===== src/rtl/csi_tx_packet_framer_if.sv =====
// Request, payload and output byte-stream signals of the CSI-2 TX packet framer.
// The master drives requests/payload and consumes bytes; the slave is the framer.
interface csi_tx_packet_framer_if;
    logic        req_valid;
    logic        req_ready;
    logic [5:0]  req_dt;
    logic [1:0]  req_vc;
    logic [15:0] req_wc;
    logic        din_valid;
    logic        din_ready;
    logic [7:0]  din_data;
    logic        dout_valid;
    logic        dout_ready;
    logic [7:0]  dout_data;
    logic        dout_sop;
    logic        dout_eop;

    modport master (
        output req_valid, req_dt, req_vc, req_wc,
        output din_valid, din_data, dout_ready,
        input  req_ready, din_ready,
        input  dout_valid, dout_data, dout_sop, dout_eop
    );

    modport slave (
        input  req_valid, req_dt, req_vc, req_wc,
        input  din_valid, din_data, dout_ready,
        output req_ready, din_ready,
        output dout_valid, dout_data, dout_sop, dout_eop
    );
endinterface


===== src/rtl/csi_tx_packet_framer.sv =====
// CSI-2 TX packet framer: header + ECC, payload pass-through, CRC-16 footer.
// Define CSI_TX_CRC_EN to compute the footer CRC; otherwise the footer is 0x0000.
module csi_tx_packet_framer (
    input  logic                         clk,
    input  logic                         rst_n,
    csi_tx_packet_framer_if.slave        bus,
    output logic                         busy
);

    typedef enum logic [1:0] {
        S_IDLE    = 2'd0,
        S_HDR     = 2'd1,
        S_PAYLOAD = 2'd2,
        S_CRC     = 2'd3
    } state_t;

    state_t      state_q, state_d;
    logic [5:0]  dt_q, dt_d;
    logic [1:0]  vc_q, vc_d;
    logic [15:0] wc_q, wc_d;
    logic [1:0]  hdr_idx_q, hdr_idx_d;
    logic [15:0] cnt_q, cnt_d;
    logic        crc_idx_q, crc_idx_d;
    logic        last_q, last_d;
    logic        dout_valid_q, dout_valid_d;
    logic [7:0]  dout_data_q, dout_data_d;
    logic        dout_sop_q, dout_sop_d;
    logic        dout_eop_q, dout_eop_d;

    logic        adv;
    logic        is_short;
    logic [23:0] hdr_word;
    logic [7:0]  ecc;
    logic [7:0]  hdr_byte;
    logic [15:0] footer;

`ifdef CSI_TX_CRC_EN
    logic [15:0] crc_q, crc_d;

    function automatic logic [15:0] crc16_byte(input logic [15:0] crc_in, input logic [7:0] data);
        logic [15:0] c;
        c = crc_in;
        for (int i = 0; i < 8; i++) begin
            if (c[0] ^ data[i]) c = (c >> 1) ^ 16'h8408;
            else                c = c >> 1;
        end
        return c;
    endfunction

    assign footer = crc_q;
`else
    assign footer = 16'h0000;
`endif

    assign adv      = !dout_valid_q || bus.dout_ready;
    assign is_short = (dt_q[5:4] == 2'b00);
    assign hdr_word = {wc_q, vc_q, dt_q};

    // Each mask selects the header bits feeding one ECC parity bit.
    assign ecc = {2'b00,
                  ^(hdr_word & 24'hEFFC00),
                  ^(hdr_word & 24'hDF03F0),
                  ^(hdr_word & 24'hB8E38E),
                  ^(hdr_word & 24'h749A6D),
                  ^(hdr_word & 24'hF2555B),
                  ^(hdr_word & 24'hF12CB7)};

    always_comb begin
        case (hdr_idx_q)
            2'd0:    hdr_byte = {vc_q, dt_q};
            2'd1:    hdr_byte = wc_q[7:0];
            2'd2:    hdr_byte = wc_q[15:8];
            default: hdr_byte = ecc;
        endcase
    end

    assign bus.req_ready  = (state_q == S_IDLE);
    assign bus.din_ready  = (state_q == S_PAYLOAD) && adv;
    assign bus.dout_valid = dout_valid_q;
    assign bus.dout_data  = dout_data_q;
    assign bus.dout_sop   = dout_sop_q;
    assign bus.dout_eop   = dout_eop_q;
    assign busy           = (state_q != S_IDLE);

    always_comb begin
        state_d      = state_q;
        dt_d         = dt_q;
        vc_d         = vc_q;
        wc_d         = wc_q;
        hdr_idx_d    = hdr_idx_q;
        cnt_d        = cnt_q;
        crc_idx_d    = crc_idx_q;
        last_d       = last_q;
        dout_valid_d = dout_valid_q;
        dout_data_d  = dout_data_q;
        dout_sop_d   = dout_sop_q;
        dout_eop_d   = dout_eop_q;
`ifdef CSI_TX_CRC_EN
        crc_d        = crc_q;
`endif
        // Output slot drains to empty unless a byte is loaded below.
        if (adv) dout_valid_d = 1'b0;

        case (state_q)
            S_IDLE: begin
                last_d = 1'b0;
                if (bus.req_valid) begin
                    dt_d    = bus.req_dt;
                    vc_d    = bus.req_vc;
                    wc_d    = bus.req_wc;
                    state_d = S_HDR;
`ifdef CSI_TX_CRC_EN
                    crc_d   = 16'hFFFF;
`endif
                    // Byte 0 needs no ECC, so it goes straight out when the slot is free.
                    if (adv) begin
                        dout_valid_d = 1'b1;
                        dout_data_d  = {bus.req_vc, bus.req_dt};
                        dout_sop_d   = 1'b1;
                        dout_eop_d   = 1'b0;
                        hdr_idx_d    = 2'd1;
                    end else begin
                        hdr_idx_d    = 2'd0;
                    end
                end
            end
            S_HDR: begin
                if (last_q) begin
                    state_d = S_IDLE;
                    last_d  = 1'b0;
                end else if (adv) begin
                    dout_valid_d = 1'b1;
                    dout_data_d  = hdr_byte;
                    dout_sop_d   = (hdr_idx_q == 2'd0);
                    dout_eop_d   = is_short && (hdr_idx_q == 2'd3);
                    hdr_idx_d    = hdr_idx_q + 2'd1;
                    if (hdr_idx_q == 2'd3) begin
                        if (is_short) begin
                            last_d = 1'b1;
                        end else if (wc_q == 16'd0) begin
                            state_d   = S_CRC;
                            crc_idx_d = 1'b0;
                        end else begin
                            state_d = S_PAYLOAD;
                            cnt_d   = wc_q;
                        end
                    end
                end
            end
            S_PAYLOAD: begin
                if (bus.din_valid && adv) begin
                    dout_valid_d = 1'b1;
                    dout_data_d  = bus.din_data;
                    dout_sop_d   = 1'b0;
                    dout_eop_d   = 1'b0;
                    cnt_d        = cnt_q - 16'd1;
`ifdef CSI_TX_CRC_EN
                    crc_d        = crc16_byte(crc_q, bus.din_data);
`endif
                    if (cnt_q == 16'd1) begin
                        state_d   = S_CRC;
                        crc_idx_d = 1'b0;
                    end
                end
            end
            S_CRC: begin
                if (last_q) begin
                    state_d = S_IDLE;
                    last_d  = 1'b0;
                end else if (adv) begin
                    dout_valid_d = 1'b1;
                    dout_sop_d   = 1'b0;
                    if (!crc_idx_q) begin
                        dout_data_d = footer[7:0];
                        dout_eop_d  = 1'b0;
                        crc_idx_d   = 1'b1;
                    end else begin
                        dout_data_d = footer[15:8];
                        dout_eop_d  = 1'b1;
                        last_d      = 1'b1;
                    end
                end
            end
            default: state_d = S_IDLE;
        endcase
    end

    always_ff @(posedge clk or negedge rst_n) begin
        if (!rst_n) begin
            state_q      <= S_IDLE;
            dt_q         <= '0;
            vc_q         <= '0;
            wc_q         <= '0;
            hdr_idx_q    <= '0;
            cnt_q        <= '0;
            crc_idx_q    <= 1'b0;
            last_q       <= 1'b0;
            dout_valid_q <= 1'b0;
            dout_data_q  <= '0;
            dout_sop_q   <= 1'b0;
            dout_eop_q   <= 1'b0;
`ifdef CSI_TX_CRC_EN
            crc_q        <= 16'hFFFF;
`endif
        end else begin
            state_q      <= state_d;
            dt_q         <= dt_d;
            vc_q         <= vc_d;
            wc_q         <= wc_d;
            hdr_idx_q    <= hdr_idx_d;
            cnt_q        <= cnt_d;
            crc_idx_q    <= crc_idx_d;
            last_q       <= last_d;
            dout_valid_q <= dout_valid_d;
            dout_data_q  <= dout_data_d;
            dout_sop_q   <= dout_sop_d;
            dout_eop_q   <= dout_eop_d;
`ifdef CSI_TX_CRC_EN
            crc_q        <= crc_d;
`endif
        end
    end

endmodule


===== src/flat_wrapper.sv =====
// flat-port wrapper written by rule: the top's interface ports become plain ports
module csi_tx_packet_framer_flat 
  (clk, rst_n, busy, bus_req_valid, bus_req_dt, bus_req_vc, bus_req_wc, bus_din_valid, bus_din_data, bus_dout_ready, bus_req_ready, bus_din_ready, bus_dout_valid, bus_dout_data, bus_dout_sop, bus_dout_eop);
  csi_tx_packet_framer_if bus_i ();
  input  logic clk;
  input  logic rst_n;
  output logic busy;
  input wire logic [$bits(bus_i.req_valid)-1:0] bus_req_valid;
  input wire logic [$bits(bus_i.req_dt)-1:0] bus_req_dt;
  input wire logic [$bits(bus_i.req_vc)-1:0] bus_req_vc;
  input wire logic [$bits(bus_i.req_wc)-1:0] bus_req_wc;
  input wire logic [$bits(bus_i.din_valid)-1:0] bus_din_valid;
  input wire logic [$bits(bus_i.din_data)-1:0] bus_din_data;
  input wire logic [$bits(bus_i.dout_ready)-1:0] bus_dout_ready;
  output wire logic [$bits(bus_i.req_ready)-1:0] bus_req_ready;
  output wire logic [$bits(bus_i.din_ready)-1:0] bus_din_ready;
  output wire logic [$bits(bus_i.dout_valid)-1:0] bus_dout_valid;
  output wire logic [$bits(bus_i.dout_data)-1:0] bus_dout_data;
  output wire logic [$bits(bus_i.dout_sop)-1:0] bus_dout_sop;
  output wire logic [$bits(bus_i.dout_eop)-1:0] bus_dout_eop;
  assign bus_i.req_valid = bus_req_valid;
  assign bus_i.req_dt = bus_req_dt;
  assign bus_i.req_vc = bus_req_vc;
  assign bus_i.req_wc = bus_req_wc;
  assign bus_i.din_valid = bus_din_valid;
  assign bus_i.din_data = bus_din_data;
  assign bus_i.dout_ready = bus_dout_ready;
  assign bus_req_ready = bus_i.req_ready;
  assign bus_din_ready = bus_i.din_ready;
  assign bus_dout_valid = bus_i.dout_valid;
  assign bus_dout_data = bus_i.dout_data;
  assign bus_dout_sop = bus_i.dout_sop;
  assign bus_dout_eop = bus_i.dout_eop;
  csi_tx_packet_framer u_core (.clk(clk), .rst_n(rst_n), .bus(bus_i), .busy(busy));
endmodule

===== config.mk =====
export PLATFORM = sky130hd
export DESIGN_NAME = csi_tx_packet_framer_flat
export DESIGN_NICKNAME = d
export VERILOG_FILES = /design/src/rtl/csi_tx_packet_framer_if.sv /design/src/rtl/csi_tx_packet_framer.sv /design/src/flat_wrapper.sv
export SDC_FILE = /design/constraint.sdc
export NUM_CORES = 1
export LEC_CHECK = 0
export ABC_CLOCK_PERIOD_IN_PS = 2800
export CAP_MARGIN = 20
export CORE_ASPECT_RATIO = 1.4
export CORE_UTILIZATION = 55
export CTS_CLUSTER_DIAMETER = 40
export DETAILED_ROUTE_END_ITERATION = 12
export MAX_ROUTING_LAYER = met4
export PLACE_DENSITY_LB_ADDON = 0.2
export REMOVE_ABC_BUFFERS = 1
export SLEW_MARGIN = 5
export SYNTH_ARGS = -nofsm -noshare
export SYNTH_HDL_FRONTEND = slang
export SYNTH_SLANG_ARGS = --single-unit

===== constraint.sdc =====
create_clock -name clk -period 2.8 [get_ports clk]
set_input_delay 0.56 -clock clk [delete_from_list [all_inputs] [get_ports clk]]
set_output_delay 0.56 -clock clk [all_outputs]
set_load 0.02 [all_outputs]

After elaboration in Yosys (flattened, before gate mapping)
Index checks and enable logic that the tools add are counted.
{ "totals": {"ff_bits": 57, "wordCells": 132} }
{ "op_classes": {"addsub": 2, "n_eq_ne": 23, "muxes": 68, "reduce_logical": 27} }
{ "op_table": {"columns": ["cell", "count"], "rows": [
  ["$reduce_xor A24 Y1", 6],
  ["$mux W16", 6],
  ["$mux W8", 7],
  ["$mux W1", 34],
  ["$pmux W16 S2", 1],
  ["$pmux W8 S4", 1],
  ["$pmux W8 S3", 1],
  ["$mux W2", 11],
  ["$reduce_and A7 Y1", 3],
  ["$eq A16 B1 Y1 const B", 1],
  ["$logic_not A16 Y1", 1],
  ["$sub A16 B1 Y16 const B", 1],
  ["$ne A2 B2 Y1 const B", 7],
  ["$ne A2 B1 Y1 const B", 6],
  ["$reduce_and A10 Y1", 1],
  ["$pmux W1 S3", 3],
  ["$eq A2 B2 Y1 const B", 4],
  ["$pmux W1 S4", 2],
  ["$pmux W2 S4", 1],
  ["$logic_not A2 Y1", 3],
  ["$ne A3 B1 Y1 const B", 2],
  ["$reduce_bool A2 Y1", 3],
  ["$reduce_bool A3 Y1", 2],
  ["$eq A2 B1 Y1 const B", 2],
  ["9 further kinds", 11]
]} }

Logic depth before layout (Yosys ltp)
{ "depth": {"ltp_word": 7, "ltp_mapped": 8, "mapped_depth_nobuf": 7} }

Worst setup path after synthesis
Ideal clock, no wire load.
{ "synth_timing": {"path_kind": "register to register", "from": "register u_core.cnt_q[0]", "to": "register u_core.cnt_q[14]", "setup_ps": 79, "t_arrival_ps": 2176, "t_required_ps": 2721, "setup_slack_ps": 544, "stages_incl_launch_ff": 8, "path_cell_list": "dfrtp_1 > inv_1 > ha_1 > or3b_1 > or3_1 > or3_2 > a21oi_1 > a2bb2oi_1"} }
{ "synth_via": {"elab_chain_cells": 3} }
{ "synth_lines": {"columns": ["item", "line_no", "text"], "rows": [
  ["from (decl)", "csi_tx_packet_framer.sv:22", "logic [15:0] cnt_q, cnt_d;"],
  ["from (signal assigned)", "csi_tx_packet_framer.sv:211", "cnt_q <= cnt_d;"],
  ["$sub A16 B1 Y16", "csi_tx_packet_framer.sv:156", "cnt_d = cnt_q - 16'd1;"],
  ["$mux W16", "csi_tx_packet_framer.sv:151", "if (bus.din_valid && adv) begin"],
  ["$pmux W16 S2", "csi_tx_packet_framer.sv:104", "case (state_q)"]
]} }
No other way between the ends. The select of a mux whose other input is x is not followed.
A chain may end at the register's enable or synchronous reset.

Worst setup path in the final report
Ends and elaborated chain as after synthesis.

==> flow_summary.json <==
{
  "yosysWarnings": 0,
  "fill_cells": 500,
  "cts_buffers": 9,
  "synth_top_area_cell": "dfrtp_1",
  "cts-resized-gates": 0,
  "drt_iter0_drc": 251,
  "cts.sinks": 57,
  "grt_usage_pct": 31.7,
  "cts.clk_slew.worst_paths_ps": 70,
  "p_leak_nw": 1.86,
  "wirelength_mm": 9.88,
  "root_buffer": "clkbuf_8",
  "die_h_um": 97.9,
  "synth_edf_count": 0,
  "insertedDiodeCount": 0,
  "cp-start-kind": "register",
  "grt_pass1_vias": 3267,
  "vias": 3269,
  "clockBufferDepth": 2,
  "total_power_w": 0.00692,
  "critPathKind": "register to register",
  "synthFlopType": "dfrtp_1",
  "ios": 51,
  "crit_buf_inv": 1,
  "finalSetupViolCount": 0,
  "postCtsHoldBufs": 0,
  "finalCriticalPeriod_ps": 2450,
  "multi_input_area_um2": 2000,
  "ys_ff_latch": 57,
  "finClkSkew_ps": 7.47,
  "ir_drop_uv": 857,
  "finalHoldViolCount": 0,
  "grt_max_degree": 30,
  "post_cts_buffers": 0,
  "worstPathMaxFanout": 7,
  "dp_hpwl_mm": 7.24,
  "postSynthCellCount": 399,
  "dieArea_um2": 6910,
  "postPlaceCellArea_um2": 4210,
  "max_stage_delay_ps": 510,
  "cap_violations": 0,
  "seq_area_um2": 1430,
  "start_util_pct": 57.4,
  "setup_tns_ps": 0,
  "crit_path_end_kind": "register",
  "slew_viol_final": 0,
  "tritoncts": "yes",
  "finalInstanceArea_um2": 4460,
  "place_congestion": 0.966,
  "synth-seq-area-share_pct": 39.4,
  "synth_cell_types": 51,
  "cp_top_family": "simple AND/OR/NAND/NOR gates",
  "syn_avg_cell_area_um2": 9.06,
  "area_growth_pct": 23.3,
  "final_cell_mix": "dfrtp_1 (57), clkdlybuf4s50_1 (49), o21ai_0 (45)",
  "relSlewSlack_pct": 54.3,
  "antenna_found_initial": 0,
  "drive_gt1_share_pct": 11.0,
  "clk-insertion-delay-late_ps": 350,
  "status": "complete, but fails checks",
  "rows": 34,
  "core_area_um2": 6300,
  "die_x_um": 70.5,
  "nNetsFinal": 501,
  "grt_pass1_wl_mm": 16.0,
  "whs_ps": 251,
  "wl_per_cell_um": 18.8,
  "critPathArrivalTime_ps": 2720,
  "final.period_utilization_pct": 87.3,
  "fmax_mhz": 409,
  "hp-class": "input port to async pin",
  "placed_cells": 510,
  "violations": "DRC",
  "portBuffers": 50,
  "ys_async_sr_fraction_pct": 100,
  "grt_setup_unrepaired": "no",
  "p_per_area_nw_per_um2": 1550,
  "cp_slowest_cell": "or3_2",
  "synth_area_um2": 3620,
  "synth_top_area_share_pct": 39.4,
  "globalRouteOverflowTotal": 0,
  "via_per_inst": 6.21,
  "finalNonFillerCells": 526,
  "cts-htree-levels": 3,
  "worst_pin_slew_ps": 686,
  "final_common_cell": "dfrtp_1",
  "required_ps": 3070,
  "ant_nets": 0,
  "drc": 2,
  "path_cells": "inv_1, ha_1, or3b_1, or3_1, or3_2, a21oi_1, a2bb2oi_1",
  "dr.pass1.iters": 11,
  "synth_area_leaders": "dfrtp_1 (39%), xnor2_1 (8.5%), o21ai_0 (6.2%)"
}
-- final cells by class --
cell class,count,area share [%]
inverter,28,2.36
clock buffer,11,3.17
sequential,57,32.0
tap,72,2.02
clock inverter,5,2.30
multi-input combinational,290,44.8
timing repair buffer,63,13.3
-- synth_stat cells (5+ instances only) --
master and number:
a21oi_1 18, a221oi_1 5, a222oi_1 5, a22oi_1 8, a31oi_1 5, clkbuf_1 21, dfrtp_1 57, ha_1 15
inv_1 28, mux2_2 8, mux2i_1 6, nand2_1 43, nor2_1 13, nor3_1 14, nor4_1 5, o21ai_0 45
o22ai_1 5, xnor2_1 35
-- layer usage --
metal / track usage [%] / share of wire [%] / routed length (um)
met2: 53.4 / 51 / 5060
met4: 13.3 / 2.8 / 273
met3: 6.71 / 5.3 / 524
met1: 36.2 / 41 / 4020
met5: - / 0 / 0
-- path summary, 6_finish.rpt --
check                                                    start                                   to  slack, ps  cells past startpoint
setup / recovery                   u_core.cnt_q[0]$_DFFE_PN0P_         u_core.cnt_q[14]$_DFFE_PN0P_        350                      7
hold / removal                                           rst_n          u_core.cnt_q[6]$_DFFE_PN0P_        250                      1
setup reg to reg                   u_core.cnt_q[0]$_DFFE_PN0P_         u_core.cnt_q[14]$_DFFE_PN0P_        350                      7
hold reg to reg            u_core.bus.dout_data[6]$_DFFE_PN0P_  u_core.bus.dout_data[6]$_DFFE_PN0P_        490                      2
max in group asynchronous                                rst_n  u_core.bus.dout_data[0]$_DFFE_PN0P_       1880                      2
min in group clk           u_core.bus.dout_data[6]$_DFFE_PN0P_  u_core.bus.dout_data[6]$_DFFE_PN0P_        490                      2
-- through the flow --
step / util, % / setup slack (ps)
CTS: 70.8 / 366
detailed placement: 66.9 / 404
global placement: 66.9 / 485
finish: 70.8 / 355
floorplan: - / 101
global route: 70.8 / 243
-- state kept, by name (all words and copies together), names as in the netlist, named ones only --
| signal | flops |
|---|---|
| u_core.cnt_q | 16 |
| u_core.wc_q | 16 |
| u_core.bus.dout_data | 8 |
| u_core.dt_q | 6 |
| u_core.hdr_idx_q | 2 |
| u_core.vc_q | 2 |
| u_core.bus.dout_eop | 1 |
| u_core.bus.dout_sop | 1 |
| u_core.crc_idx_q | 1 |
| u_core.last_q | 1 |
| u_core.state_q | 1 |
-- power breakdown --
part | switching [W] | internal, W | leakage [nW] | total, W
logic | 0.00213 | 0.00209 | 1.04 | 0.00422
registers | 0.000511 | 0.00122 | 0.700 | 0.00173
clock network | 0.000351 | 0.000614 | 0.120 | 0.000965
total | 0.00299 | 0.00393 | 1.86 | 0.00692
-- logic make-up (layout without fill, tap and decap cells) --
| kind of cell | after synthesis | in the layout | synth area share (%) |
|---|---|---|---|
| xor+xnor | 41 | 41 | 10.7 |
| fa+ha+maj | 15 | 15 | 5.19 |
| buf+inv | 52 | 107 | 5.47 |
| compound gates | 116 | 116 | 20.5 |
| flops | 57 | 57 | 39.4 |
| mux | 14 | 14 | 4.15 |
| simple gates | 104 | 104 | 14.6 |
No activity file was read; power rests on OpenSTA's default activity.
